`src/rtl/nn_pkg.sv`:
```
// Shared constants and FSM encoding for the neural-layer datapath blocks.
package nn_pkg;

    localparam int NN_DATA_WIDTH = 16;
    localparam int NN_NUM_NEURON = 30;

    typedef enum logic {
        IDLE = 1'b0,
        SEND = 1'b1
    } ser_state_e;

    // Index width with a floor of one bit so a single-element vector still has a port.
    function automatic int idx_width(input int n);
        return (n > 1) ? $clog2(n) : 1;
    endfunction

endpackage

```
`src/rtl/vector_hold_reg.sv`:
```
// Single-entry vector holding register: load captures data, clear empties it.
module vector_hold_reg #(
    parameter int W = 480
) (
    input  logic         clk_i,
    input  logic         rst_i,
    input  logic         load_i,
    input  logic         clear_i,
    input  logic [W-1:0] data_i,
    output logic         valid_o,
    output logic [W-1:0] data_o
);

    logic         valid_q;
    logic [W-1:0] data_q;

    always_ff @(posedge clk_i) begin
        if (rst_i) begin
            valid_q <= 1'b0;
            data_q  <= '0;
        end else if (load_i) begin
            valid_q <= 1'b1;
            data_q  <= data_i;
        end else if (clear_i) begin
            valid_q <= 1'b0;
        end
    end

    assign valid_o = valid_q;
    assign data_o  = data_q;

endmodule

```
`src/rtl/layer_serializer.sv`:
```
// Serializes a parallel layer-output vector into NUM_NEURON valid/ready beats.
// Define LAYER_SERIALIZER_DBUF_EN to add a one-deep pending vector buffer.
module layer_serializer
    import nn_pkg::*;
#(
    parameter  int NUM_NEURON = NN_NUM_NEURON,
    parameter  int DATA_WIDTH = NN_DATA_WIDTH,
    localparam int IW         = idx_width(NUM_NEURON),
    localparam int VW         = NUM_NEURON * DATA_WIDTH
) (
    input  logic                  s_axi_aclk,
    input  logic                  reset,
    input  logic                  in_valid,
    input  logic [VW-1:0]         in_data,
    output logic                  in_ready,
    output logic [DATA_WIDTH-1:0] out_data,
    output logic                  out_valid,
    input  logic                  out_ready,
    output logic                  out_last,
    output logic [IW-1:0]         out_index,
    output logic                  busy,
    output logic                  overrun
);

    localparam logic [IW-1:0] LAST_IDX = IW'(NUM_NEURON - 1);

    ser_state_e    state_q;
    logic [IW-1:0] idx_q;
    logic [VW-1:0] hold_q;
    logic          out_valid_q;
    logic          overrun_q;

    logic          pend_valid;
    logic [VW-1:0] pend_data;
    logic          accept;
    logic          beat_hs;
    logic          last_hs;

    assign accept  = in_valid && in_ready;
    assign beat_hs = out_valid_q && out_ready;
    assign last_hs = beat_hs && (idx_q == LAST_IDX);

`ifdef LAYER_SERIALIZER_DBUF_EN
    logic pend_load;
    logic pend_clear;

    assign in_ready = !pend_valid;
    // A vector arriving on the last beat bypasses pending and loads straight into hold.
    assign pend_load  = accept && (state_q == SEND) && !last_hs;
    assign pend_clear = last_hs && pend_valid;

    vector_hold_reg #(.W(VW)) u_pend (
        .clk_i   (s_axi_aclk),
        .rst_i   (reset),
        .load_i  (pend_load),
        .clear_i (pend_clear),
        .data_i  (in_data),
        .valid_o (pend_valid),
        .data_o  (pend_data)
    );
`else
    assign in_ready   = (state_q == IDLE);
    assign pend_valid = 1'b0;
    assign pend_data  = '0;
`endif

    always_ff @(posedge s_axi_aclk) begin
        if (reset) begin
            state_q     <= IDLE;
            idx_q       <= '0;
            hold_q      <= '0;
            out_valid_q <= 1'b0;
            overrun_q   <= 1'b0;
        end else begin
            if (in_valid && !in_ready)
                overrun_q <= 1'b1;
            case (state_q)
                IDLE: begin
                    if (accept) begin
                        hold_q      <= in_data;
                        idx_q       <= '0;
                        out_valid_q <= 1'b1;
                        state_q     <= SEND;
                    end
                end
                SEND: begin
                    if (last_hs) begin
                        if (pend_valid) begin
                            hold_q <= pend_data;
                            idx_q  <= '0;
                        end else if (accept) begin
                            hold_q <= in_data;
                            idx_q  <= '0;
                        end else begin
                            out_valid_q <= 1'b0;
                            state_q     <= IDLE;
                        end
                    end else if (beat_hs) begin
                        idx_q <= idx_q + 1'b1;
                    end
                end
                default: state_q <= IDLE;
            endcase
        end
    end

    assign out_data  = hold_q[int'(idx_q)*DATA_WIDTH +: DATA_WIDTH];
    assign out_valid = out_valid_q;
    assign out_last  = out_valid_q && (idx_q == LAST_IDX);
    assign out_index = idx_q;
    assign busy      = (state_q == SEND) || pend_valid;
    assign overrun   = overrun_q;

endmodule

```
`config.mk`:
```
export PLATFORM = sky130hd
export DESIGN_NAME = layer_serializer
export DESIGN_NICKNAME = d
export VERILOG_FILES = /design/src/rtl/nn_pkg.sv /design/src/rtl/vector_hold_reg.sv /design/src/rtl/layer_serializer.sv
export SDC_FILE = /design/constraint.sdc
export NUM_CORES = 1
export LEC_CHECK = 0
export CAP_MARGIN = 40
export CORE_MARGIN = 2
export CORE_UTILIZATION = 45
export CTS_CLUSTER_SIZE = 10
export DETAILED_ROUTE_END_ITERATION = 7
export PLACE_DENSITY = 0.77
export SLEW_MARGIN = 40
export SYNTH_ARGS = -nofsm -noshare
export SYNTH_HDL_FRONTEND = slang
export SYNTH_SLANG_ARGS = --single-unit
```
`constraint.sdc`:
```
create_clock -name s_axi_aclk -period 4 [get_ports s_axi_aclk]
set_input_delay 0.8 -clock s_axi_aclk [delete_from_list [all_inputs] [get_ports s_axi_aclk]]
set_output_delay 0.8 -clock s_axi_aclk [all_outputs]
set_load 0.05 [all_outputs]
```
# Yosys cells after proc, flatten, opt, wreduce, memory -nomap -nowiden
# Index checks and enable logic that the tools add are counted.
op_classes:
  add_sub_neg: 1
  n_eq_ne: 5
  n_shift: 1
  n_mux: 14
  bitwise_logic: 1
  n_reduce_logical: 6
ops:
  columns: ["cell", "n"]
  rows:
  - ["2-to-1 mux 480 bit", 2]
  - ["case mux 480 bit (2 select lines)", 1]
  - ["variable part select 480 x 10 -> 16 bit", 1]
  - ["2-to-1 mux 5 bit", 3]
  - ["case mux 5 bit (2 select lines)", 1]
  - ["adder 5 x 1 -> 5 bit (second input constant)", 1]
  - ["== test 5 bit (second input constant)", 1]
  - ["logical AND 1 bit", 5]
  - ["2-to-1 mux 1 bit", 5]
  - ["inequality test 2 x 1 -> 1 bit (second input constant)", 2]
  - ["case mux 1 bit (2 select lines)", 2]
  - ["inequality test 3 x 1 -> 1 bit (second input constant)", 1]
  - ["AND reduction 3 bit", 1]
  - ["inequality test 2 bit (second input constant)", 1]
  - ["NOT 1 bit", 1]
word_totals:
  ff_bits: 488
  input_bits: 484
  out_inout_bits: 26
  elab_cells: 33

# Longest topological paths before layout
logic_depth:
  depth_word: 5
  mapped_depth: 8
  depth_no_buf: 6

# Least setup slack after synthesis
# OpenSTA, ideal clock, no wires.
synth_path:
  path_kind: "register -> output"
  startpoint: "register idx_q[0] (netlist: out_index[0])"
  endpoint: "output port out_data[6]"
  arrival_ps: 2453
  required_ps: 3200
  slack_ps: 747
  path_stages_with_launch: 8
  cell_sequence: "dfxtp_1 buf_6 buf_6 nor2_2 buf_6 a221oi_1 o21ai_0 a22oi_1"
synth_via:
  elab_chain_len: 1
synth_lines:
  columns: ["element", "line", "text"]
  rows:
  - ["start, declared", "layer_serializer.sv:28", "logic [IW-1:0] idx_q;"]
  - ["start signal, assigned", "layer_serializer.sv:99", "idx_q <= idx_q + 1'b1;"]
  - ["variable part select 480 x 10 -> 16 bit", "layer_serializer.sv:107", "assign out_data = hold_q[int'(idx_q)*DATA_WIDTH +: DATA_WIDTH];"]
  - ["end, declared", "layer_serializer.sv:16", "output logic [DATA_WIDTH-1:0] out_data,"]
# No other way between the ends.

# Worst setup path after layout
layout_path:
  startpoint: "register idx_q[0] (netlist: out_index[0])"
  endpoint: "output port out_data[11]"
# Same word-level chain as after synthesis.

==> metrics.md <==
| Metric | Value |
|---|---|
| Status | `finished clean` |
| Vias/cell | `5.69` |
| Clock Latency Late Sink | `600 ps` |
| Mapped Avg Cell Area | `8.34 um^2` |
| DRT Wirelength | `77,000 um` |
| Async set-reset flop share out of synthesis | `0%` |
| WL met3 | `6230 um` |
| Final worst-path cycle share | `98.1%` |
| Sequential cell area fraction in the yosys report | `47.3%` |
| Clock Sink Count | `488` |
| DP HPWL | `57,500 um` |
| Die height | `218 um` |
| Layout cell share with drive strength beyond 1 | `7.74%` |
| CTS buffer count | `56` |
| First-pass GRT wire length | `114,000 um` |
| Initial core utilization | `45.5%` |
| Ys flop type | `dfxtp_1` |
| Area occupied by multi-input gates | `9830 um^2` |
| Nets | `3,352` |
| Fillers | `3,909` |
| Register area | `9780 um^2` |
| Endpoints failing setup | `0` |
| Tightest Hold Check Type | `register to register` |
| Clock Skew | `13.9 ps` |
| Synth area leader | `dfxtp_1` |
| RD Place Congestion | `0.975` |
| Minimum clock period | `3920 ps` |
| Overflow left after global routing | `0` |
| Clk slew on worst S/H paths | `60 ps` |
| Slew @ Worst Pin | `829 ps` |
| Drt first pass iters | `5` |
| I/O pin cnt | `510` |
| CP Launch Type | `register` |
| Met2 routed WL | `36,400 um` |
| Commonest non-fill, non-tap cell in the layout | `nand2_1` |
| Setup TNS | `0 ps` |
| Routed Antenna Nets | `0` |
| Crit Path Class | `register to output pin` |
| Htree depth | `2` |
| Synthesized cell area | `20,700 um^2` |
| Yosys cell types | `39` |
| Yosys warns | `0` |
| Via count | `19,819` |
| Die ar. | `47,600 um^2` |
| GRT Overall Usage | `31.5%` |
| M1 wire length | `29,500 um` |
| Maximum capacitance violations | `0` |
| Mapped Cells | `2,477` |
| Hold slack | `450 ps` |
| Number of flops mapped to enable cells by yosys | `0` |
| Post-CTS Hold Fix Bufs | `0` |
| Pin count of the biggest net entering global routing | `201` |
| Worst Path Max Fanout | `39` |
| Clock buffer depth | `3` |
| Synth Net Count | `2,963` |
| RSZ-0062 raised after global routing | `false` |
| Critical path capture point type | `output pin` |
| Drt drc | `0` |
| CTS tree | `yes` |
| Final hold vios | `0` |
| Slew Limit Fails | `0` |
| DRT iter0 DRCs | `2,207` |
| Area Overhead vs Synth | `33.9%` |
| Cell Chain, Critical Path | `buf_12 -> mux4_2 -> a22oi_1 -> a22oi_1 -> buf_12` |
| Top cells by area, synth | `dfxtp_1 (47%), nand2_1 (18%), a21oi_1 (12%), mux4_2 (8.7%), mux2i_1 (3.9%)` |
| Synth Register Bits | `488` |
| Initial antenna violation count | `2` |
| Vias in the first global route | `19,564` |
| Worst vdd ir | `0.306 mV` |
| Critical Path Max Stage Delay | `590 ps` |
| Worst Path Required | `3200 ps` |
| Rel. slew slack | `44.7%` |
| Most frequent cells in the layout | `nand2_1 (964), a21oi_1 (501), clkdlybuf4s50_1 (492), dfxtp_1 (484), mux2i_1 (81)` |
| Max Fclk | `255 MHz` |
| Top routing layer in use | `met4` |
| Core area | `45,400 um^2` |
| DR WL/cell | `22.1 um` |
| # rows | `78` |
| WP data arrival | `3120 ps` |
| Pleak | `0.00982 uW` |
| Die X | `218 um` |
| Share of the synthesized area in the top cell type | `47.3%` |
| PD cells | `417 nW/um^2` |
| CP max stage cell | `mux4_2` |
| PortBufs | `509` |
| Clock root buffer | `clkbuf_16` |
-- kinds of logic (layout without fill, tap and decap cells) --
logic type | after synthesis | in the layout | share of synthesized area [%]
adders and majority gates | 2 | 2 | 0.121
buffers and inverters | 217 | 620 | 5.39
muxes | 162 | 162 | 12.7
other | 0 | 2 | 0
DFF | 488 | 488 | 47.3
and+or+nand+nor | 987 | 987 | 18.2
AOI/OAI and AO/OA | 621 | 621 | 16.3
-- layout make-up --
cell class	instances	share of cell area [%]
timing repair buffer	544	20.7
tap	600	2.71
multi-input combinational	1772	35.5
inverter	4	0.0543
sequential	488	35.4
clock inverter	4	0.109
clock buffer	68	5.45
antenna	2	0.0181
-- flip-flops by register name, indices dropped and copies added, names as in the netlist --
signal,cells
hold_q,480
out_index,5
busy,1
out_valid,1
overrun,1
-- cell usage after synthesis (12+ instances only) --
master    instances
mux4_2           80
mux2i_1          81
a221oi_1         16
nand2_1         964
buf_6            12
clkbuf_1         66
a21oi_1         501
dfxtp_1         488
o21ai_0          27
buf_2           122
a22oi_1          32
o22ai_1          16
-- stage by stage --
| step | worst slack, ps | std cells | area, um^2 | utilization (%) | power, uW |
|---|---|---|---|---|---|
| global placement | 543 | 3408 | 26100 | 57.5 | 7080 |
| CTS | 2.93 | 3480 | 27600 | 60.9 | 11600 |
| detailed placement | 624 | 3408 | 26100 | 57.5 | 7110 |
| floorplan | 747 | 2477 | 20700 | - | 6190 |
| finish | 77.0 | 3482 | 27700 | 61.0 | 11500 |
| global route | 20.0 | 3482 | 27700 | 61.0 | 11900 |
-- what timing repair did --
| action | 4_1_cts | 5_1_grt |
|---|---|---|
| setup endpoints to repair | 1 | 8 |
| pin swaps | 0 | 0 |
| setup buffers | 0 | 0 |
| gates resized for setup | 1 | 7 |
| hold endpoints to repair | 0 | 0 |
-- power by group --
part | total, uW | leakage [uW] | switching, uW | internal, uW
Clock | 4510 | 0.000753 | 1910 | 2600
Sequential | 5370 | 0.00401 | 212 | 5160
Combinational | 1670 | 0.00506 | 849 | 816
Total | 11500 | 0.00982 | 2970 | 8580
-- worst max-delay path, delay by kind of cell, from the launching register on --
family	cells	cell delay [ps]
multiplexers	1	590
buffers and inverters	2	560
AO/OA/AOI/OAI	2	780
flip-flops	1	540
-- metal layers --
metal	track usage [%]	up-vias
li1	-	9128
met1	38.4	9467
met2	52.2	1009
met3	5.44	215
met4	19.2	0
met5	0	-
-- final timing paths --
| check | start | endpoint | slack [ps] | cells after the start |
|---|---|---|---|---|
| hold / removal | hold_q[360] | hold_q[360] | 450 | 2 |
| setup reg to reg | out_index[1] | out_index[1] | 1810 | 7 |
| hold reg to reg | hold_q[360] | hold_q[360] | 450 | 2 |
| setup / recovery | out_index[0] | out_data[11] | 80 | 5 |
(Power assumes the default switching activity.)
